--- src/rtl/stack_seq.sv ---
// -----------------------------------------------------------------------------
// stack_seq
//   RPN command sequencer placed directly in front of an 8-bit LIFO stack.
//   Accepts PUSH / ADD / SUB / AND / OR / XOR / DUP / DROP commands, pops the
//   operands from the stack, computes the result and pushes it back. A shadow
//   depth counter rejects illegal commands before any stack strobe is issued.
//
//   Handshake: a command transfers on a rising clk edge where
//   cmd_valid & cmd_ready; cmd_ready is high only in IDLE. rsp_valid is a
//   single-cycle pulse with no backpressure; rsp_err qualifies it.
//
//   Optional feature: define STACK_SEQ_SAT_EN to make ADD/SUB saturate
//   (ADD clamps to all-ones, SUB clamps to zero); otherwise they wrap.
//
// Ports:
//   clk        rising-edge clock
//   reset      asynchronous active-low reset
//   cmd_valid  command present          cmd_ready  sequencer idle
//   cmd_op     0 PUSH 1 ADD 2 SUB 3 AND 4 OR 5 XOR 6 DUP 7 DROP
//   cmd_data   PUSH immediate
//   rsp_valid  completion pulse         rsp_data   value pushed (0 on DROP/err)
//   rsp_err    rejected or stack error  depth      shadow entry count
//   stk_push / stk_pop / stk_din        stack controls
//   stk_dout   stack top-of-stack       stk_error  stack over/underflow flag
//   dbg_state  current FSM state (IDLE=0 POPA=1 POPB=2 PUSH=3 RESP=4)
// -----------------------------------------------------------------------------
module stack_seq #(
  parameter int DATA_W = 8,
  parameter int DEPTH  = 16,
  parameter int CNT_W  = 5
) (
  input  logic              clk,
  input  logic              reset,
  input  logic              cmd_valid,
  output logic              cmd_ready,
  input  logic [2:0]        cmd_op,
  input  logic [DATA_W-1:0] cmd_data,
  output logic              rsp_valid,
  output logic [DATA_W-1:0] rsp_data,
  output logic              rsp_err,
  output logic [CNT_W-1:0]  depth,
  output logic              stk_push,
  output logic              stk_pop,
  output logic [DATA_W-1:0] stk_din,
  input  logic [DATA_W-1:0] stk_dout,
  input  logic              stk_error,
  output logic [2:0]        dbg_state
);

  typedef enum logic [2:0] {
    S_IDLE = 3'd0,
    S_POPA = 3'd1,
    S_POPB = 3'd2,
    S_PUSH = 3'd3,
    S_RESP = 3'd4
  } state_e;

  localparam logic [2:0] OP_PUSH = 3'd0;
  localparam logic [2:0] OP_ADD  = 3'd1;
  localparam logic [2:0] OP_SUB  = 3'd2;
  localparam logic [2:0] OP_AND  = 3'd3;
  localparam logic [2:0] OP_OR   = 3'd4;
  localparam logic [2:0] OP_XOR  = 3'd5;
  localparam logic [2:0] OP_DUP  = 3'd6;
  localparam logic [2:0] OP_DROP = 3'd7;

  state_e              state_q, state_d;
  logic [CNT_W-1:0]    depth_q, depth_d;
  logic [DATA_W-1:0]   a_q, a_d;      // top operand
  logic [DATA_W-1:0]   b_q, b_d;      // second operand
  logic [2:0]          op_q, op_d;
  logic [DATA_W-1:0]   imm_q, imm_d;
  logic [DATA_W-1:0]   res_q, res_d;  // value reported in RESP
  logic                ill_q, ill_d;  // command was rejected at accept

  logic                legal;
  logic                not_full;
  logic [DATA_W-1:0]   alu_res;
  logic [DATA_W-1:0]   push_val;

  always_ff @(posedge clk or negedge reset) begin
    if (!reset) begin
      state_q <= S_IDLE;
      depth_q <= '0;
      a_q     <= '0;
      b_q     <= '0;
      op_q    <= '0;
      imm_q   <= '0;
      res_q   <= '0;
      ill_q   <= 1'b0;
    end else begin
      state_q <= state_d;
      depth_q <= depth_d;
      a_q     <= a_d;
      b_q     <= b_d;
      op_q    <= op_d;
      imm_q   <= imm_d;
      res_q   <= res_d;
      ill_q   <= ill_d;
    end
  end

  // Legality is judged against the shadow depth so the stack never sees
  // a strobe that would over- or underflow it.
  always_comb begin
    not_full = (depth_q < CNT_W'(DEPTH));
    legal    = 1'b0;
    case (cmd_op)
      OP_PUSH: legal = not_full;
      OP_DUP:  legal = not_full && (depth_q != '0);
      OP_DROP: legal = (depth_q != '0);
      default: legal = (depth_q >= CNT_W'(2));
    endcase
  end

  // B is the second entry, A the top: SUB computes second minus top.
  always_comb begin
    alu_res = '0;
    case (op_q)
`ifdef STACK_SEQ_SAT_EN
      OP_ADD: alu_res = ((b_q + a_q) < b_q) ? '1 : (b_q + a_q);
      OP_SUB: alu_res = (b_q < a_q) ? '0 : (b_q - a_q);
`else
      OP_ADD: alu_res = b_q + a_q;
      OP_SUB: alu_res = b_q - a_q;
`endif
      OP_AND: alu_res = b_q & a_q;
      OP_OR:  alu_res = b_q | a_q;
      OP_XOR: alu_res = b_q ^ a_q;
      default: alu_res = '0;
    endcase
  end

  always_comb begin
    case (op_q)
      OP_PUSH: push_val = imm_q;
      OP_DUP:  push_val = a_q;
      default: push_val = alu_res;
    endcase
  end

  always_comb begin
    state_d   = state_q;
    depth_d   = depth_q;
    a_d       = a_q;
    b_d       = b_q;
    op_d      = op_q;
    imm_d     = imm_q;
    res_d     = res_q;
    ill_d     = ill_q;
    cmd_ready = 1'b0;
    rsp_valid = 1'b0;
    rsp_data  = '0;
    rsp_err   = 1'b0;
    stk_push  = 1'b0;
    stk_pop   = 1'b0;
    stk_din   = '0;

    case (state_q)
      S_IDLE: begin
        cmd_ready = 1'b1;
        if (cmd_valid) begin
          op_d  = cmd_op;
          imm_d = cmd_data;
          if (legal) begin
            ill_d   = 1'b0;
            state_d = (cmd_op == OP_PUSH) ? S_PUSH : S_POPA;
          end else begin
            ill_d   = 1'b1;
            res_d   = '0;
            state_d = S_RESP;
          end
        end
      end
      S_POPA: begin
        a_d = stk_dout;
        if (op_q == OP_DUP) begin
          // DUP only reads the top; nothing is removed.
          state_d = S_PUSH;
        end else begin
          stk_pop = 1'b1;
          depth_d = depth_q - CNT_W'(1);
          if (op_q == OP_DROP) begin
            res_d   = '0;
            state_d = S_RESP;
          end else begin
            state_d = S_POPB;
          end
        end
      end
      S_POPB: begin
        b_d     = stk_dout;
        stk_pop = 1'b1;
        depth_d = depth_q - CNT_W'(1);
        state_d = S_PUSH;
      end
      S_PUSH: begin
        stk_push = 1'b1;
        stk_din  = push_val;
        res_d    = push_val;
        depth_d  = depth_q + CNT_W'(1);
        state_d  = S_RESP;
      end
      S_RESP: begin
        rsp_valid = 1'b1;
        rsp_data  = res_q;
        rsp_err   = stk_error | ill_q;
        state_d   = S_IDLE;
      end
      default: state_d = S_IDLE;
    endcase
  end

  assign depth     = depth_q;
  assign dbg_state = state_q;

endmodule
--- config.mk ---
export PLATFORM = sky130hd
export DESIGN_NAME = stack_seq
export DESIGN_NICKNAME = d
export VERILOG_FILES = /design/src/rtl/stack_seq.sv
export SDC_FILE = /design/constraint.sdc
export NUM_CORES = 1
export LEC_CHECK = 0
export ABC_AREA = 0
export CAP_MARGIN = 0
export CORE_MARGIN = 2
export CORE_UTILIZATION = 49
export CTS_CLUSTER_SIZE = 30
export DETAILED_ROUTE_END_ITERATION = 8
export PLACE_DENSITY_LB_ADDON = 0.05
export SYNTH_ARGS = -nofsm -noshare
export SYNTH_HDL_FRONTEND = slang
export SYNTH_SLANG_ARGS = --single-unit
--- constraint.sdc ---
create_clock -name clk -period 2.8 [get_ports clk]
set_input_delay 0.42 -clock clk [delete_from_list [all_inputs] [get_ports clk]]
set_output_delay 0.42 -clock clk [all_outputs]
set_load 0.01 [all_outputs]
==> results of run 1 <==
## cell type report
type / count / area, sq um
Clock buffer: 5 / 68.8
Clock inverter: 3 / 42.5
Multi-Input combinational cell: 257 / 2020
Tap cell: 77 / 96.3
Inverter: 24 / 90.1
Timing Repair Buffer: 105 / 895
Sequential cell: 44 / 1100
Fill cell: 510 / 1930
## flip-flops by register name, summed over array words and instances (netlist names)
register / cells
b_q: 8
ill_q: 1
op_q: 3
depth: 5
imm_q: 8
res_q: 8
dbg_state: 3
a_q: 8
## path summary, 6_finish.rpt
kind                                       from                   end  cells after the start
max reg2reg                 op_q[2]$_DFFE_PN0P_  res_q[2]$_DFFE_PN0P_                      8
min reg2reg                res_q[5]$_DFFE_PN0P_  res_q[5]$_DFFE_PN0P_                      1
max in group asynchronous                 reset    b_q[4]$_DFFE_PN0P_                      1
min                                       reset  depth[1]$_DFFE_PN0P_                      1
min in group clk           res_q[5]$_DFFE_PN0P_  res_q[5]$_DFFE_PN0P_                      1
max                         op_q[2]$_DFFE_PN0P_            stk_din[7]                     13
## metrics by stage
step | TNS (ps) | area (sq um) | hold slack [ps] | util (%)
floorplan | 0 | 3130 | 124 | -
global placement | -2330 | 3950 | 451 | 63.2
detailed placement | -2530 | 3950 | 458 | 63.2
CTS | -2600 | 4180 | 304 | 66.9
global route | -3660 | 4320 | 355 | 69.1
finish | -2630 | 4320 | 265 | 69.1
## cell usage after synthesis (all sizes together) (5+ instances only)
| cell type | number |
|---|---|
| inv | 24 |
| dfrtp | 44 |
| nor3 | 6 |
| and2 | 9 |
| mux2 | 14 |
| nor2 | 21 |
| nand2 | 35 |
| a31oi | 6 |
| ha | 27 |
| a21o | 11 |
| a21oi | 20 |
| nand2b | 8 |
| nor2b | 5 |
| o21ai | 24 |
| buf | 13 |
| xnor2 | 12 |
## logic make-up after synthesis
group,after synthesis,synth area share [%]
AO/OA/AOI/OAI,85,17.7
adder cells (fa/ha/maj),29,12.1
flip-flops,44,35.3
buffers and inverters,40,5.57
XOR/XNOR,15,4.21
multiplexers,17,6.81
AND/OR/NAND/NOR,111,18.3
## repair_timing
action / 4_1_cts / 5_1_grt
buffers inserted: 11 / 5
pin swaps: 19 / 13
endpoints found under the hold margin: 0 / 0
gates cloned: 0 / 0
gates resized for setup: 51 / 19
setup endpoints to repair: 8 / 7
## layer usage
metal	routed length (microns)	track usage [%]
met1	3730	35.0
met2	3850	39.7
met3	620	4.15
met4	194	9.82
met5	0	0
==> summary.txt, run 1 <==
Status
  • Result of the run: finished with violations
  • Violations in the final reports: setup timing

Drt
  • Average via count per standard cell: 5.58
  • First-pass DRT Iterations: 4
  • Number of DRC violations after detailed-routing iteration 0: 199
  • Avg WL per Cell: 16.3 microns
  • Post-route DRC violation count: 0
  • Number of antenna-violating nets in the routed design: 0
  • Post-Route WL: roughly 8400 microns
  • Via count: 2,875

CTS
  • Maximum clock path buffer count: 2
  • H-tree depth reported by CTS: 2
  • Post-CTS Hold Fix Bufs: 0
  • Num Clock Sinks: 44
  • Root Driver: sky130_fd_sc_hd__clkbuf_8
  • Clock transition at the register clock pins on the worst setup and hold paths after CTS: about 90 ps
  • CTS tree: built
  • Clock latency reported for the late side of the worst-skew pair: 310 ps
  • Clock buffer count from CTS: 5

Place
  • DP Worst Slack: -460 ps
  • Cell count after placement: 493
  • Final weighted congestion in routability-driven placement: just under 1
  • Final HPWL DP: 5820 microns
  • Input/output buffers: 51

Floorplan
  • IO Pins: 52
  • Horizontal die dimension: 83.8 microns
  • Full die area: 7020 sq um
  • Number of placement rows: 29
  • Initial core utilization: 50.0%
  • Die height: 83.8 microns
  • Core ar.: ~6200 sq um

Synthesis
  • Combined area of all synthesized cells: around 3100 sq um
  • Number of cells produced by synthesis: 341
  • Sequential area share after synthesis: between 30% and 40%
  • Ys flop type: sky130_fd_sc_hd__dfrtp_1
  • Mapped Nets: just under 400
  • Number of enable-type register cells in the synthesized netlist: 0
  • Fraction of synthesis flops using an asynchronous set or reset pin: 100%
  • Library cell with the largest summed area after synthesis: sky130_fd_sc_hd__dfrtp_1
  • Flip-flop and latch count after synthesis: 44
  • Syn avg cell area: between 9 and 10 sq um
  • Count of cell types in the netlist: between 50 and 60
  • Top-area cell type share of the netlist area: a little over a third
  • Largest cells by area after synthesis: sky130_fd_sc_hd__dfrtp_1 (35%), sky130_fd_sc_hd__ha_1 (11%), sky130_fd_sc_hd__mux2_2 (5.1%)
  • Number of synthesis warnings: 0

Critical path
  • Worst Path Required: between 2000 and 2500 ps
  • Slowest stage cell on the critical path: sky130_fd_sc_hd__dfrtp_1
  • CP Class: reg2out
  • Startpoint type of the worst setup path: register
  • CP delay by family, top: simple AND/OR/NAND/NOR gates
  • Crit path DAT: between 2000 and 3000 ps
  • R2R Setup Slk: 200 ps
  • Critical path peak fanout: 3
  • Buffer and inverter count on the worst path: 5
  • Endpoint type of the worst setup path: output pin
  • Cells along the critical path: nor3b_4 -> buf_4 -> mux2_4 -> buf_4 -> inv_2 -> ha_4 -> nand3b_1 -> buf_4 -> a211oi_4 -> nor2_2 -> or3_1 -> nand3_1 -> buf_2
  • Maximum single-stage delay on the critical path: roughly 410 ps
  • Most frequent cell on the critical path: sky130_fd_sc_hd__buf_4

Global routing
  • Antenna violations before repair: 0
  • Pin count of the biggest net entering global routing: between 40 and 50
  • Vias in the first global route: 2,831
  • Wire length of the first global-routing pass: 14,100 microns
  • All-layer global routing usage: 25.3%
  • Total grt overflow: 0

Finish
  • Area growth syn-to-layout: 38.2%
  • Fraction of final layout cells sized beyond drive strength 1: 27.6%
  • Commonest non-fill, non-tap cell in the layout: sky130_fd_sc_hd__buf_4
  • Final std cells w/o fill: 515
  • Final-stage net count: 489
  • Number of inserted diodes: 0
  • Most frequent cells in the layout: sky130_fd_sc_hd__buf_4 (52), sky130_fd_sc_hd__dfrtp_1 (44), sky130_fd_sc_hd__clkdlybuf4s50_1 (42)

STA
  • Setup repair after global routing missed its margin: yes
  • Post-route setup slack: -449 ps
  • Slew of the pin with the lowest slew margin: roughly 980 ps
  • Number of endpoints failing setup at the final stage: 7
  • Share of the cycle needed by the critical path after routing: 116%
  • Maximum clock frequency: 0.308 GHz
  • Hold Vio Cnt, Final: 0
  • Number of max-slew violations in the final report: 0
  • Slew margin rel.: 34.4%
  • Final worst clock skew: 3.61 ps
  • Fin crit period: 3250 ps

Flow run
  • Count of maximum capacitance violations: 0

Hold path
  • Worst hold path class: in2async
Power of run 1 is not shown: default switching activity piles up to over one toggle a cycle in this logic, so the estimate is an artifact.
==> run 2, diff against run 1 <==
--- a/config.mk
+++ b/config.mk
@@ -12,6 +12,7 @@
 export CTS_CLUSTER_SIZE = 30
 export DETAILED_ROUTE_END_ITERATION = 8
 export PLACE_DENSITY_LB_ADDON = 0.05
+export REMOVE_ABC_BUFFERS = 1
 export SYNTH_ARGS = -nofsm -noshare
 export SYNTH_HDL_FRONTEND = slang
 export SYNTH_SLANG_ARGS = --single-unit
==> run 2 against run 1 <==
The run still ends with setup timing left. Die area stayed put. Cell count shrank 1.4%. Sequential share of layout area rose by 0.62 points. Critical path depth decreased by 5. Global-route usage down 1.3 points. Via count shrank 0.56%. Worst setup slack improved by 120 ps. Register-to-register slack gained 70 ps. Critical endpoint is now stk_din[2]. Largest cell class unchanged.
==> summary.txt, run 2 (synthesized netlist as in run 1, its figures left out) <==
Status
  • Result of the run: finished with violations
  • Violations in the final reports: setup timing

Power
  • Proportion of total power due to net switching: 44.1%
  • Maximum resistive drop on vdd: approximately 670 uV
  • Psw: 0.00278 W
  • Int Power: 0.00353 W
  • Sequential power share: 19.2%
  • Total power draw: between 0.006 and 0.007 W
  • Power per Cell Area: 1500 nW/um^2
  • Clk pwr share: 6.7%
  • Part of the power in combinational logic: 74.0%
  • Cell leakage power: 1.93 nW

CTS
  • Post-CTS Hold Fix Bufs: 0
  • Clock buffer count from CTS: 5
  • Maximum clock path buffer count: 2
  • Clock latency reported for the late side of the worst-skew pair: approximately 290 ps
  • Root Driver: sky130_fd_sc_hd__clkbuf_8
  • Num Clock Sinks: 44
  • H-tree depth reported by CTS: 2
  • Clock transition at the register clock pins on the worst setup and hold paths after CTS: roughly 90 ps
  • CTS tree: built

STA
  • Setup TNS: -1540 ps
  • Setup repair after global routing missed its margin: yes
  • Post-route setup slack: -334 ps
  • Final worst clock skew: between 3 and 4 ps
  • Maximum clock frequency: 0.319 GHz
  • Number of endpoints failing setup at the final stage: 7
  • Fin crit period: roughly 3100 ps
  • Share of the cycle needed by the critical path after routing: 112%
  • Slew margin rel.: 35.1%
  • Number of max-slew violations in the final report: 0
  • Slew of the pin with the lowest slew margin: 973 ps
  • Hold Vio Cnt, Final: 0

Drt
  • Post-Route WL: 8130 microns
  • Number of DRC violations after detailed-routing iteration 0: 137
  • Average via count per standard cell: 5.63
  • Avg WL per Cell: 16.0 microns
  • Number of antenna-violating nets in the routed design: 0
  • Post-route DRC violation count: 0
  • First-pass DRT Iterations: 4
  • Via count: 2,859

Finish
  • Multi-input gate area in the final layout: 1990 sq um
  • Number of inserted diodes: 0
  • Fraction of final layout cells sized beyond drive strength 1: between 20% and 30%
  • Commonest non-fill, non-tap cell in the layout: sky130_fd_sc_hd__buf_4
  • Final-stage net count: 482
  • Area growth syn-to-layout: 34.9%
  • Share of the core filled with cells in the final layout: between 60% and 70%
  • Non-Filler Cell Area, Final: around 4200 sq um
  • # fillers: between 500 and 600
  • Area taken by flip-flops and latches: 1100 sq um
  • Most frequent cells in the layout: sky130_fd_sc_hd__buf_4 (45), sky130_fd_sc_hd__dfrtp_1 (44), sky130_fd_sc_hd__clkdlybuf4s50_1 (42)

Place
  • Final HPWL DP: between 5000 and 6000 microns
  • Final weighted congestion in routability-driven placement: around 0.86
  • DP Worst Slack: -478 ps
  • Cell area after placement: ~3900 sq um
  • Input/output buffers: 51

Critical path
  • Worst Setup SP: op_q[0]$_DFFE_PN0P_
  • Cells along the critical path: nor3b_2 -> buf_4 -> mux2_4 -> fa_2 -> xnor2_1 -> mux4_2 -> o211a_1 -> buf_2
  • Maximum single-stage delay on the critical path: 450 ps
  • Crit path DAT: 2710 ps
  • CP Class: reg2out
  • Buffer and inverter count on the worst path: 2
  • Worst Path Required: around 2400 ps
  • Slowest stage cell on the critical path: sky130_fd_sc_hd__mux4_2
  • Critical path peak fanout: 3
  • R2R Path Start: op_q[0]$_DFFE_PN0P_
  • Endpoint type of the worst setup path: output pin
  • Startpoint type of the worst setup path: register
  • CP delay by family, top: multiplexers

Flow run
  • Count of maximum capacitance violations: 0

Global routing
  • Wire length of the first global-routing pass: between 10,000 and 15,000 microns
  • Total grt overflow: 0
  • Vias in the first global route: ~2,700
  • Antenna violations before repair: 0
  • All-layer global routing usage: about a quarter
  • Pin count of the biggest net entering global routing: 45

Floorplan
  • Core ar.: 6240 sq um
  • IO Pins: between 50 and 60
  • Initial core utilization: 50.0%
  • Horizontal die dimension: around 84 microns
  • Full die area: 7020 sq um
  • Number of placement rows: 29
  • Die height: about 84 microns

Hold path
  • Worst hold path class: in2async
-- run 2: final cells by class --
| class | count | share of cell area, % |
|---|---|---|
| Clock inverter | 1 | 0.178 |
| Tap cell | 77 | 2.29 |
| Multi-Input combinational cell | 257 | 47.3 |
| Timing Repair Buffer | 98 | 19.9 |
| Clock buffer | 7 | 2.05 |
| Sequential cell | 44 | 26.1 |
| Inverter | 24 | 2.14 |
-- run 2: worst paths after layout --
path | endpoint | slack, ps | depth (start not counted)
max in group asynchronous | b_q[2]$_DFFE_PN0P_ | 1920 | 1
hold / removal | ill_q$_DFFE_PN0P_ | 270 | 1
setup / recovery | stk_din[2] | -330 | 8
setup reg to reg | res_q[1]$_DFFE_PN0P_ | 270 | 11
min in group clk | res_q[0]$_DFFE_PN0P_ | 480 | 1
hold reg to reg | res_q[0]$_DFFE_PN0P_ | 480 | 1
-- run 2: per-layer routing --
layer	track usage, %	vias up	wire, microns
met5	0	-	0
met4	4.40	0	97
met3	3.46	9	518
met2	38.5	87	3820
met1	34.9	1384	3690
li1	-	1379	-
-- run 2: through the flow --
stage          cells  hold WS [ps]
2_1_floorplan    325           124
3_3_place_gp     492           450
3_5_place_dp     492           459
4_1_cts          508           319
5_1_grt          508           351
6_report         508           270
-- run 2: repair_timing --
item / 4_1_cts / 5_1_grt
gates cloned: 0 / 0
gates resized for setup: 50 / 16
pin swaps: 18 / 11
buffers inserted: 9 / 0
setup endpoints to repair: 8 / 8
-- run 2: power groups by stage --
stage	clock (W)	combinational [W]	sequential, W
after floorplan	0	0.00235	0.00134
after global placement	0	0.00395	0.00121
after detailed placement	0	0.00403	0.00122
after CTS	0.000436	0.00446	0.00121
after global routing	0.000458	0.00512	0.00126
final	0.000426	0.00467	0.00121
-- run 2: worst reg2reg max path, delay by kind of cell, from the launching register on --
family	cells	cell delay [ps]
AO/OA/AOI/OAI	3	460
AND/OR/NAND/NOR	3	300
adder cells (fa/ha/maj)	1	540
buffers and inverters	3	410
flip-flops	1	400
multiplexers	1	310
Note: power is estimated with default switching activity, not from simulation.
==> run 3, diff against run 2 <==
--- a/config.mk
+++ b/config.mk
@@ -8,7 +8,7 @@
 export ABC_AREA = 0
 export CAP_MARGIN = 0
 export CORE_MARGIN = 2
-export CORE_UTILIZATION = 49
+export CORE_UTILIZATION = 54
 export CTS_CLUSTER_SIZE = 30
 export DETAILED_ROUTE_END_ITERATION = 8
 export PLACE_DENSITY_LB_ADDON = 0.05
==> constraint.sdc (replaced) <==
create_clock -name clk -period 3 [get_ports clk]
set_input_delay 0.45 -clock clk [delete_from_list [all_inputs] [get_ports clk]]
set_output_delay 0.45 -clock clk [all_outputs]
set_load 0.01 [all_outputs]
==> run 3 against run 2 <==
The run still ends with setup timing left. Combinational power fell by 7.3%. Worst setup slack gained 100 ps. Flip-flop and latch count unchanged. Via count is 1.4% lower. Register-to-register slack worse by 20 ps. Sequential power down 5%. Global-route usage grew 3.0 points. Count of clock-buffer cells in the layout decreased by 1. Cell count shrank 1.2%. Clock power is 15% higher. Critical endpoint unchanged. Largest cell class unchanged.
==> summary.txt, run 3 (synthesized netlist as in run 1, its figures left out) <==
Critical path
  • Maximum single-stage delay on the critical path: 450 ps
  • Startpoint type of the worst setup path: register
  • Crit path DAT: about 2800 ps
  • Buffer and inverter count on the worst path: 2
  • CP Class: reg2out
  • Endpoint type of the worst setup path: output pin
  • Critical path peak fanout: 2
  • Slowest stage cell on the critical path: sky130_fd_sc_hd__mux4_2
  • Cells along the critical path: nor3b_4 -> buf_4 -> mux2_4 -> fa_2 -> xnor2_2 -> mux4_2 -> o211a_1 -> buf_2
  • Worst Path Required: 2550 ps
  • CP delay by family, top: multiplexers

STA
  • Number of endpoints failing setup at the final stage: 7
  • Slew of the pin with the lowest slew margin: 978 ps
  • Setup repair after global routing missed its margin: yes
  • Slew margin rel.: 34.8%
  • Hold Vio Cnt, Final: 0
  • Share of the cycle needed by the critical path after routing: 108%
  • Fin crit period: approximately 3200 ps
  • Maximum clock frequency: 0.309 GHz
  • Post-Route Hold Slack: 296 ps
  • Post-route setup slack: -234 ps
  • Final worst clock skew: ~9.4 ps
  • Number of max-slew violations in the final report: 0

CTS
  • Root Driver: sky130_fd_sc_hd__clkbuf_8
  • Num Clock Sinks: 44
  • Clock transition at the register clock pins on the worst setup and hold paths after CTS: 90 ps
  • Clock buffer count from CTS: 5
  • H-tree depth reported by CTS: 2
  • Clock latency reported for the late side of the worst-skew pair: roughly 300 ps
  • Maximum clock path buffer count: 2
  • CTS tree: built
  • Post-CTS Hold Fix Bufs: 0

Floorplan
  • Number of placement rows: 27
  • Initial core utilization: 56.3%
  • Die height: about 80 microns
  • IO Pins: 52
  • Horizontal die dimension: 80.0 microns
  • Core ar.: 5540 sq um
  • Full die area: roughly 6400 sq um

Drt
  • Post-route DRC violation count: 0
  • Average via count per standard cell: between 5 and 6
  • Post-Route WL: 8250 microns
  • Via count: 2,819
  • Number of DRC violations after detailed-routing iteration 0: 182
  • Avg WL per Cell: roughly 16 microns
  • First-pass DRT Iterations: 4
  • Number of antenna-violating nets in the routed design: 0

Finish
  • Most frequent cells in the layout: sky130_fd_sc_hd__buf_4 (45), sky130_fd_sc_hd__dfrtp_1 (44), sky130_fd_sc_hd__clkdlybuf4s50_1 (42)
  • Commonest non-fill, non-tap cell in the layout: sky130_fd_sc_hd__buf_4
  • Final std cells w/o fill: 502
  • Final-stage net count: 481
  • Area growth syn-to-layout: 34.0%
  • Non-Filler Cell Area, Final: between 4000 and 5000 sq um
  • Fraction of final layout cells sized beyond drive strength 1: approximately a quarter
  • Multi-input gate area in the final layout: about 2000 sq um
  • Number of inserted diodes: 0
  • Area taken by flip-flops and latches: 1100 sq um
  • # fillers: 412

Power
  • Psw: 0.00262 W
  • Power per Cell Area: roughly 1400 nW/um^2
  • Sequential power share: 19.2%
  • Part of the power in combinational logic: 72.6%
  • Int Power: 0.00335 W
  • Cell leakage power: 1.94 nW
  • Proportion of total power due to net switching: 43.9%
  • Maximum resistive drop on vdd: 690 uV
  • Clk pwr share: ~8.2%

Place
  • Final weighted congestion in routability-driven placement: 0.959
  • DP Worst Slack: -362 ps
  • Cell count after placement: 483
  • Input/output buffers: 51
  • Cell area after placement: 3900 sq um
  • Final HPWL DP: 5890 microns

Global routing
  • Vias in the first global route: 2,686
  • Wire length of the first global-routing pass: between 10,000 and 15,000 microns
  • Antenna violations before repair: 0
  • Pin count of the biggest net entering global routing: 45
  • All-layer global routing usage: 27.0%
  • Total grt overflow: 0

Status
  • Violations in the final reports: setup timing
  • Result of the run: finished with violations

Flow run
  • Count of maximum capacitance violations: 0

Hold path
  • Worst hold path class: in2async
==> run 3: cell count changes in the layout (fill, tap and decap cells not counted), sizes merged <==
cell,change
clkinvlp,-1
buf,-1
clkinv,+1
clkbuf,-1
bufinv,+1
==> run 3: worst register-to-register path: cells and delay by family (launching register included) <==
family | cells | cell delay, ps
XOR/XNOR | 1 | 120
flip-flops | 1 | 420
AND/OR/NAND/NOR | 4 | 440
adder cells (fa/ha/maj) | 1 | 370
AO/OA/AOI/OAI | 3 | 580
buffers and inverters | 5 | 740
==> run 3: per-stage QoR <==
step | utilization (%) | power (W) | setup TNS [ps]
6_report | 75.5 | 0.00597 | -954
3_3_place_gp | 70.3 | 0.00477 | -1680
5_1_grt | 75.5 | 0.00646 | -1920
4_1_cts | 74.0 | 0.00562 | -572
3_5_place_dp | 70.3 | 0.00490 | -1990
2_1_floorplan | - | 0.00344 | -2220
==> run 3: repair_timing <==
action / in CTS / in global routing
pin swaps: 18 / 11
setup buffers: 5 / 6
resized for setup: 45 / 12
gates cloned: 0 / 0
endpoints found under the setup margin: 7 / 8
==> run 3: power groups by stage <==
stage	Combinational (W)	Sequential (W)	Clock, W
after CTS	0.00399	0.00113	0.000498
after detailed placement	0.00376	0.00114	0
after floorplan	0.00219	0.00125	0
after global routing	0.00475	0.00119	0.000523
after global placement	0.00364	0.00113	0
final	0.00433	0.00115	0.000492
==> run 3: per-layer routing <==
metal  global-route usage (%)  vias to the layer above  part of all wire (%)
li1                         -                     1372                     -
met1                     36.7                     1353                    44
met2                     44.2                       86                    48
met3                     4.30                        8                   7.0
met4                     8.14                        0                   1.3
met5                        0                        -                     0
==> run 3: layout make-up <==
class	count	share of cell area [%]
multi-input cells	257	46.7
inverters	24	2.15
flip-flops and latches	44	26.3
clock inverters	2	0.927
well taps	72	2.15
clock buffers	6	1.97
repair buffers	97	19.8
==> run 3: worst paths after layout <==
| kind | start | end | slack, ps | cells past startpoint |
|---|---|---|---|---|
| setup / recovery | op_q[0]$_DFFE_PN0P_ | stk_din[2] | -230 | 8 |
| hold / removal | reset | depth[1]$_DFFE_PN0P_ | 300 | 1 |
| setup reg to reg | op_q[0]$_DFFE_PN0P_ | res_q[5]$_DFFE_PN0P_ | 250 | 14 |
| hold reg to reg | res_q[3]$_DFFE_PN0P_ | res_q[3]$_DFFE_PN0P_ | 480 | 1 |
| max in group asynchronous | reset | a_q[4]$_DFFE_PN0P_ | 2090 | 1 |
| min in group clk | res_q[3]$_DFFE_PN0P_ | res_q[3]$_DFFE_PN0P_ | 480 | 1 |
